`src/rtl/ctrl_pkg.sv`:
```
// Shared types and encodings for the multicycle control unit:
// FSM states, ALU operations, condition codes and datapath selects.
package ctrl_pkg;

    typedef enum logic [3:0] {
        S_FETCH,
        S_DECODE,
        S_MEMADR,
        S_MEMREAD,
        S_MEMWB,
        S_MEMWRITE,
        S_EXECR,
        S_EXECI,
        S_ALUWB,
        S_BRANCH
    } state_e;

    localparam logic [1:0] ALU_ADD = 2'd0;
    localparam logic [1:0] ALU_SUB = 2'd1;
    localparam logic [1:0] ALU_AND = 2'd2;
    localparam logic [1:0] ALU_ORR = 2'd3;

    localparam logic [3:0] CMD_AND = 4'b0000;
    localparam logic [3:0] CMD_SUB = 4'b0010;
    localparam logic [3:0] CMD_ADD = 4'b0100;
    localparam logic [3:0] CMD_CMP = 4'b1010;
    localparam logic [3:0] CMD_ORR = 4'b1100;

    localparam logic [3:0] COND_EQ = 4'b0000;
    localparam logic [3:0] COND_NE = 4'b0001;
    localparam logic [3:0] COND_CS = 4'b0010;
    localparam logic [3:0] COND_CC = 4'b0011;
    localparam logic [3:0] COND_MI = 4'b0100;
    localparam logic [3:0] COND_PL = 4'b0101;
    localparam logic [3:0] COND_VS = 4'b0110;
    localparam logic [3:0] COND_VC = 4'b0111;
    localparam logic [3:0] COND_HI = 4'b1000;
    localparam logic [3:0] COND_LS = 4'b1001;
    localparam logic [3:0] COND_GE = 4'b1010;
    localparam logic [3:0] COND_LT = 4'b1011;
    localparam logic [3:0] COND_GT = 4'b1100;
    localparam logic [3:0] COND_LE = 4'b1101;
    localparam logic [3:0] COND_AL = 4'b1110;
    localparam logic [3:0] COND_NV = 4'b1111;

    localparam logic [1:0] RES_ALUOUT = 2'b00;
    localparam logic [1:0] RES_DATA   = 2'b01;
    localparam logic [1:0] RES_ALU    = 2'b10;

    localparam logic [1:0] SRCB_REG  = 2'b00;
    localparam logic [1:0] SRCB_IMM  = 2'b01;
    localparam logic [1:0] SRCB_FOUR = 2'b10;

    localparam logic [1:0] OP_DP  = 2'b00;
    localparam logic [1:0] OP_MEM = 2'b01;
    localparam logic [1:0] OP_BR  = 2'b10;

    // flag_w[1] enables N/Z capture, flag_w[0] enables C/V capture
    typedef struct packed {
        logic [1:0] alu_op;
        logic [1:0] flag_w;
        logic       no_write;
        logic       valid;
    } alu_dec_t;

    function automatic alu_dec_t cmd_decode(
        input logic [3:0] cmd,
        input logic       s_bit
    );
        alu_dec_t d;
        d.alu_op   = ALU_ADD;
        d.flag_w   = 2'b00;
        d.no_write = 1'b0;
        d.valid    = 1'b0;
        case (cmd)
            CMD_ADD: begin
                d.alu_op = ALU_ADD;
                d.flag_w = {2{s_bit}};
                d.valid  = 1'b1;
            end
            CMD_SUB: begin
                d.alu_op = ALU_SUB;
                d.flag_w = {2{s_bit}};
                d.valid  = 1'b1;
            end
            CMD_AND: begin
                d.alu_op = ALU_AND;
                d.flag_w = {s_bit, 1'b0};
                d.valid  = 1'b1;
            end
            CMD_ORR: begin
                d.alu_op = ALU_ORR;
                d.flag_w = {s_bit, 1'b0};
                d.valid  = 1'b1;
            end
            CMD_CMP: begin
                d.alu_op   = ALU_SUB;
                d.flag_w   = 2'b11;
                d.no_write = 1'b1;
                d.valid    = 1'b1;
            end
            default: ;
        endcase
        return d;
    endfunction

endpackage

```
`src/rtl/multicycle_cond_logic.sv`:
```
// Architectural NZCV flag register and ARM condition-code evaluation
// against the registered flags.
module multicycle_cond_logic
    import ctrl_pkg::*;
(
    input  logic       clk,
    input  logic       rst_n,
    input  logic [3:0] cond,
    input  logic [3:0] alu_flags,
    input  logic [1:0] flag_w,
    input  logic       flag_en,
    output logic       cond_ex_next
);

    logic [3:0] flags_q;
    logic [3:0] flags_d;
    logic       n;
    logic       z;
    logic       c;
    logic       v;

    always_ff @(posedge clk or negedge rst_n) begin
        if (!rst_n) begin
            flags_q <= 4'b0000;
        end else begin
            flags_q <= flags_d;
        end
    end

    always_comb begin
        flags_d = flags_q;
        if (flag_en && flag_w[1]) begin
            flags_d[3:2] = alu_flags[3:2];
        end
        if (flag_en && flag_w[0]) begin
            flags_d[1:0] = alu_flags[1:0];
        end
    end

    assign {n, z, c, v} = flags_q;

    always_comb begin
        cond_ex_next = 1'b0;
        unique case (cond)
            COND_EQ: cond_ex_next = z;
            COND_NE: cond_ex_next = ~z;
            COND_CS: cond_ex_next = c;
            COND_CC: cond_ex_next = ~c;
            COND_MI: cond_ex_next = n;
            COND_PL: cond_ex_next = ~n;
            COND_VS: cond_ex_next = v;
            COND_VC: cond_ex_next = ~v;
            COND_HI: cond_ex_next = c & ~z;
            COND_LS: cond_ex_next = ~c | z;
            COND_GE: cond_ex_next = (n == v);
            COND_LT: cond_ex_next = (n != v);
            COND_GT: cond_ex_next = ~z & (n == v);
            COND_LE: cond_ex_next = z | (n != v);
            COND_AL: cond_ex_next = 1'b1;
            COND_NV: cond_ex_next = 1'b0;
        endcase
    end

endmodule

```
`src/rtl/multicycle_control_unit.sv`:
```
// Moore-style main controller for a multicycle ARM-subset datapath:
// sequences fetch/decode/execute and gates writes on the condition.
module multicycle_control_unit
    import ctrl_pkg::*;
#(
    parameter int ALUCTRL_W   = 2,
    parameter int MEM_WAIT_EN = 1
) (
    input  logic                 clk,
    input  logic                 rst_n,
    input  logic [3:0]           cond,
    input  logic [1:0]           op,
    input  logic [5:0]           funct,
    input  logic [3:0]           rd,
    input  logic [3:0]           alu_flags,
    input  logic                 mem_ready,
    output logic                 pc_write,
    output logic                 adr_src,
    output logic                 mem_write,
    output logic                 ir_write,
    output logic                 reg_write,
    output logic                 byte_en,
    output logic [1:0]           result_src,
    output logic                 alu_src_a,
    output logic [1:0]           alu_src_b,
    output logic [1:0]           imm_src,
    output logic [1:0]           reg_src,
    output logic [ALUCTRL_W-1:0] alu_control
);

    localparam bit WAIT_ON = (MEM_WAIT_EN != 0);

    state_e   state_q;
    state_e   state_d;
    logic     cond_ex_q;
    logic     cond_ex_d;
    logic     cond_ex_next;
    logic     mem_rdy;
    logic     in_exec;
    logic     alu_wr;
    logic     flag_en;
    logic [1:0] alu_op;
    alu_dec_t dec;

    assign mem_rdy = WAIT_ON ? mem_ready : 1'b1;
    assign dec     = cmd_decode(funct[4:1], funct[0]);
    assign in_exec = (state_q == S_EXECR) || (state_q == S_EXECI);
    assign flag_en = in_exec & cond_ex_q;
    assign alu_wr  = cond_ex_q & dec.valid & ~dec.no_write;

    multicycle_cond_logic u_cond (
        .clk          (clk),
        .rst_n        (rst_n),
        .cond         (cond),
        .alu_flags    (alu_flags),
        .flag_w       (dec.flag_w),
        .flag_en      (flag_en),
        .cond_ex_next (cond_ex_next)
    );

    always_ff @(posedge clk or negedge rst_n) begin
        if (!rst_n) begin
            state_q   <= S_FETCH;
            cond_ex_q <= 1'b0;
        end else begin
            state_q   <= state_d;
            cond_ex_q <= cond_ex_d;
        end
    end

    // condition is sampled once, as the instruction leaves DECODE
    assign cond_ex_d = (state_q == S_DECODE) ? cond_ex_next : cond_ex_q;

    always_comb begin
        state_d    = state_q;
        pc_write   = 1'b0;
        adr_src    = 1'b0;
        mem_write  = 1'b0;
        ir_write   = 1'b0;
        reg_write  = 1'b0;
        byte_en    = 1'b0;
        result_src = RES_ALUOUT;
        alu_src_a  = 1'b0;
        alu_src_b  = SRCB_REG;
        alu_op     = ALU_ADD;
        imm_src    = op;
        reg_src    = {op == OP_MEM, op == OP_BR};
        unique case (state_q)
            S_FETCH: begin
                alu_src_a  = 1'b1;
                alu_src_b  = SRCB_FOUR;
                result_src = RES_ALU;
                pc_write   = mem_rdy;
                ir_write   = mem_rdy;
                if (mem_rdy) begin
                    state_d = S_DECODE;
                end
            end
            S_DECODE: begin
                alu_src_a  = 1'b1;
                alu_src_b  = SRCB_FOUR;
                result_src = RES_ALU;
                unique case (op)
                    OP_MEM:  state_d = S_MEMADR;
                    OP_DP:   state_d = funct[5] ? S_EXECI : S_EXECR;
                    OP_BR:   state_d = S_BRANCH;
                    default: state_d = S_FETCH;
                endcase
            end
            S_MEMADR: begin
                alu_src_b = SRCB_IMM;
                byte_en   = funct[2];
                state_d   = funct[0] ? S_MEMREAD : S_MEMWRITE;
            end
            S_MEMREAD: begin
                adr_src = 1'b1;
                byte_en = funct[2];
                if (mem_rdy) begin
                    state_d = S_MEMWB;
                end
            end
            S_MEMWB: begin
                result_src = RES_DATA;
                reg_write  = cond_ex_q;
                byte_en    = funct[2];
                state_d    = S_FETCH;
            end
            S_MEMWRITE: begin
                adr_src   = 1'b1;
                mem_write = cond_ex_q;
                byte_en   = funct[2];
                if (mem_rdy) begin
                    state_d = S_FETCH;
                end
            end
            S_EXECR: begin
                alu_src_b = SRCB_REG;
                alu_op    = dec.alu_op;
                state_d   = S_ALUWB;
            end
            S_EXECI: begin
                alu_src_b = SRCB_IMM;
                alu_op    = dec.alu_op;
                state_d   = S_ALUWB;
            end
            S_ALUWB: begin
                result_src = RES_ALUOUT;
                reg_write  = alu_wr;
                pc_write   = alu_wr & (rd == 4'd15);
                state_d    = S_FETCH;
            end
            S_BRANCH: begin
                alu_src_b  = SRCB_IMM;
                result_src = RES_ALU;
                pc_write   = cond_ex_q;
                state_d    = S_FETCH;
            end
            default: state_d = S_FETCH;
        endcase
        alu_control      = '0;
        alu_control[1:0] = alu_op;
    end

endmodule
```
`config.mk`:
```
export PLATFORM = sky130hd
export DESIGN_NAME = multicycle_control_unit
export DESIGN_NICKNAME = d
export VERILOG_FILES = /design/src/rtl/ctrl_pkg.sv /design/src/rtl/multicycle_cond_logic.sv /design/src/rtl/multicycle_control_unit.sv
export SDC_FILE = /design/constraint.sdc
export NUM_CORES = 1
export LEC_CHECK = 0
export ABC_CLOCK_PERIOD_IN_PS = 2300
export BUFFER_PORTS_ARGS = -buffer_cell sky130_fd_sc_hd__buf_2
export CAP_MARGIN = 20
export CORE_MARGIN = 2
export CORE_UTILIZATION = 50
export CTS_CLUSTER_DIAMETER = 80
export CTS_CLUSTER_SIZE = 25
export DETAILED_ROUTE_END_ITERATION = 10
export HOLD_SLACK_MARGIN = 0.1
export PLACE_DENSITY = 0.83
export SETUP_SLACK_MARGIN = 0.5
export SLEW_MARGIN = 20
export SYNTH_ARGS = -nofsm -noshare
export SYNTH_HDL_FRONTEND = slang
export SYNTH_HIERARCHICAL = 1
export SYNTH_SLANG_ARGS = --single-unit
```
`constraint.sdc`:
```
create_clock -name clk -period 2.3 [get_ports clk]
set_input_delay 0.23 -clock clk [delete_from_list [all_inputs] [get_ports clk]]
set_output_delay 0.23 -clock clk [all_outputs]
set_load 0.005 [all_outputs]
```
==> results by group <==
Placed design
  • HPWL reported at the end of detailed placement: 1753 um
  • Final GP Congestion: about 0.78
  • Port Buffers: 39
  • Placed Area: 0.001100 sq mm

Synthesis
  • Ys flop type: dfrtp_1
  • Register area share after synthesis: 23.62%
  • Top cells by instance count after synthesis: 10 x a21oi_1, 9 x dfrtp_1, 7 x nor2_1, 6 x nand2_1, 6 x nor3_1
  • YS warnings: 6
  • Yosys reg bits: 9
  • Most frequent cell after synthesis: a21oi_1
  • Post-synth top area share: 23.62%
  • Async SR Flop Fraction: between 90% and 100%
  • Yosys cell types: 42
  • Cell area after synthesis: around 950 sq um
  • Post-Syn Nets: roughly 130
  • Synthesized instance count: 111
  • Yosys top cell by area: dfrtp_1
  • Area contributors post-synth: dfrtp_1 24%, buf_6 5.9%, a21oi_1 5.2%
  • Avg Cell Area, Syn: ~8.6 sq um
  • Post-synth EDFFs: 0

Die
  • Die W: 47.67 um
  • Initial core utilization: 54.04%
  • Die area: 0.002272 sq mm
  • I/O Pins: 40
  • Placement row count: 15
  • Die span in y: between 40 and 50 um
  • Core area: 0.001764 sq mm

Routing
  • Routed via count: ~980
  • First-pass DRT Iterations: 4
  • Initial DRC count: 15
  • DRC viols: 0
  • Wirelength per Cell: around 13 um
  • Vias/cell: ~5.6
  • Post-route ant nets: 0
  • DRT Wirelength: roughly 2400 um

Global route
  • Overall Global Routing Usage: 21.30%
  • GRT Residual Overflow: 0
  • Number of antenna violations at the first check in global routing: 0
  • First-pass GRT wire length: 3436 um
  • Largest net degree at the start of global routing: 19
  • Vias in the first global route: 810

Clock tree
  • CTS buffer count: 3
  • Worst-skew pair later-pin latency: 0.26 ns
  • Clk root buf: clkbuf_4
  • Clock transition at path regs: 0.07 ns
  • CTS Sinks: 9
  • CTS tree: yes
  • Clock buffer depth: 2
  • H-tree depth: 1

Critical path
  • Setup crit end kind: register
  • Critical path class: reg2reg
  • Reg2reg setup slack: about 0.55 ns
  • Worst path arrival time: about 1.9 ns
  • R2r worst-path depth: 6
  • CP required: around 2.5 ns
  • Worst r2r dst: cond_ex_q
  • Reg2Reg Launch Point: u_cond/flags_q[3]
  • CP max FO: 3
  • Startpoint types: register

Timing
  • Slew margin rel.: between 70% and 80%
  • Slew @ Worst Pin: approximately 0.38 ns
  • Final Slew Violations: 0
  • RSZ-0062 raised after global routing: false
  • Clock Skews: ~0.009 ns
  • Setup_tns: 0 ns
  • Final hold violations: 0
  • Post-layout minimum cycle time: ~1.7 ns
  • Fin crit share: approximately 76%
  • Max frequency: between 500 and 600 MHz
  • Final setup fails: 0

Layout
  • # nets final: between 150 and 200
  • Synth-to-Final Area Change: 24.67%
  • ANT cells: 0
  • Post-route cell area: roughly 0.0012 sq mm
  • Share of cells above drive strength 1: a little over two fifths

Power and ir drop
  • Power density cells: between 900 and 1000 mW/mm^2
  • Max VDD drop: about 560 uV
  • Leak: 0.5751 nW

Job
  • Max-cap violations: 0

Hold path
  • Startpoint of the worst hold path: alu_flags[3]
  • Hold path cells: 2
  • Type of the worst min-delay path: in2reg
  • Hold EP: u_cond/flags_q[3]

Outcome
  • Status: finished, final reports clean
==> placed cells by master (no fill, tap or decap), types with 2 or more instances in the layout <==
| master | Yosys | layout |
|---|---|---|
| a21oi_1 | 10 | 10 |
| and3_1 | 3 | 3 |
| buf_2 | 1 | 39 |
| buf_4 | 2 | 5 |
| clkbuf_4 | 0 | 3 |
| dfrtp_1 | 9 | 6 |
| dfrtp_2 | 0 | 2 |
| inv_1 | 3 | 3 |
| mux2_2 | 4 | 4 |
| mux2i_1 | 4 | 4 |
| nand2_1 | 6 | 6 |
| nand2b_1 | 5 | 5 |
| nor2_1 | 7 | 7 |
| nor2b_1 | 5 | 5 |
| nor3_1 | 6 | 6 |
| nor3b_2 | 3 | 3 |
| o21ai_0 | 5 | 5 |
| o22ai_1 | 2 | 2 |
| o31a_1 | 2 | 2 |
| o32ai_1 | 2 | 2 |
| xnor2_1 | 2 | 2 |
| xor2_1 | 4 | 4 |
==> power breakdown <==
| part | leakage, nW | switching (mW) | internal, mW |
|---|---|---|---|
| clock network | 0.0150 | 0.0565 | 0.0669 |
| logic | 0.445 | 0.317 | 0.370 |
| registers | 0.115 | 0.146 | 0.225 |
| total | 0.575 | 0.520 | 0.662 |
==> layer usage <==
layer  vias up  wire length [um]  track usage [%]
met3         6               112            3.019
li1        483                 -                -
met4         0                36            8.649
met2        29              1268            38.38
met1       464               948            25.29
met5         -                 0                0
==> metrics by stage <==
step / util [%] / instances / worst slack (ns) / power [mW] / hold WS, ns
floorplan: - / 111 / 0.7699 / 0.8482 / -0.06559
CTS: 64.61 / 171 / 0.5427 / 1.108 / 0.1978
global route: 67.38 / 176 / 0.5142 / 1.266 / 0.2081
global placement: 62.34 / 166 / 0.7069 / 0.9549 / 0.08612
finish: 67.38 / 176 / 0.5500 / 1.182 / 0.1994
detailed placement: 62.34 / 166 / 0.6053 / 0.9755 / 0.08770
==> registers in the layout, summed over array words and instances, names as in the netlist <==
name	count
state_q	4
u_cond/flags_q	4
cond_ex_q	1
==> kinds of logic (layout without fill, tap and decap cells) <==
kind of cell	count (synthesis)	after routing	share of synthesized area [%]
AO/OA/AOI/OAI	27	27	17.72
XOR/XNOR	6	6	5.512
buffers and inverters	12	52	9.578
flip-flops	9	9	23.62
multiplexers	9	9	10.50
AND/OR/NAND/NOR	48	48	33.07
==> worst max-delay path by stage <==
stage	end	slack, ns	depth (start not counted)	start
2_1_floorplan	cond_ex_q	0.77	6	u_cond/flags_q[3]
3_3_place_gp	cond_ex_q	0.71	6	u_cond/flags_q[3]
3_5_place_dp	cond_ex_q	0.61	6	u_cond/flags_q[3]
4_1_cts	alu_control[1]	0.54	4	state_q[3]
5_1_grt	cond_ex_q	0.51	6	u_cond/flags_q[3]
6_report	cond_ex_q	0.55	6	u_cond/flags_q[3]
==> what timing repair did <==
item                       in CTS  in global routing
pin swaps                       0                  0
cloned                          0                  0
setup endpoints to repair       2                  3
hold buffers                    1                  0
gates resized for setup         3                  2
hold endpoints to repair        9                  0
setup buffers                   0                  5
==> area by class of cell <==
class                      count  area [sq um]
tap                           25         31.28
sequential                     9         231.5
clock buffer                   4         26.28
timing repair buffer          45         242.7
inverter                       3         11.26
fill                         162         575.6
multi-input combinational     90         645.6
==> worst max-delay path: stages (launching register included) <==
cell and delay [ns]:
dfrtp_1 0.41, xor2_1 0.30, xor2_1 0.20, a2111oi_1 0.10, a311oi_1 0.24, o22ai_1 0.11, mux2_4 0.28
No activity file was read; power rests on OpenSTA's default activity.
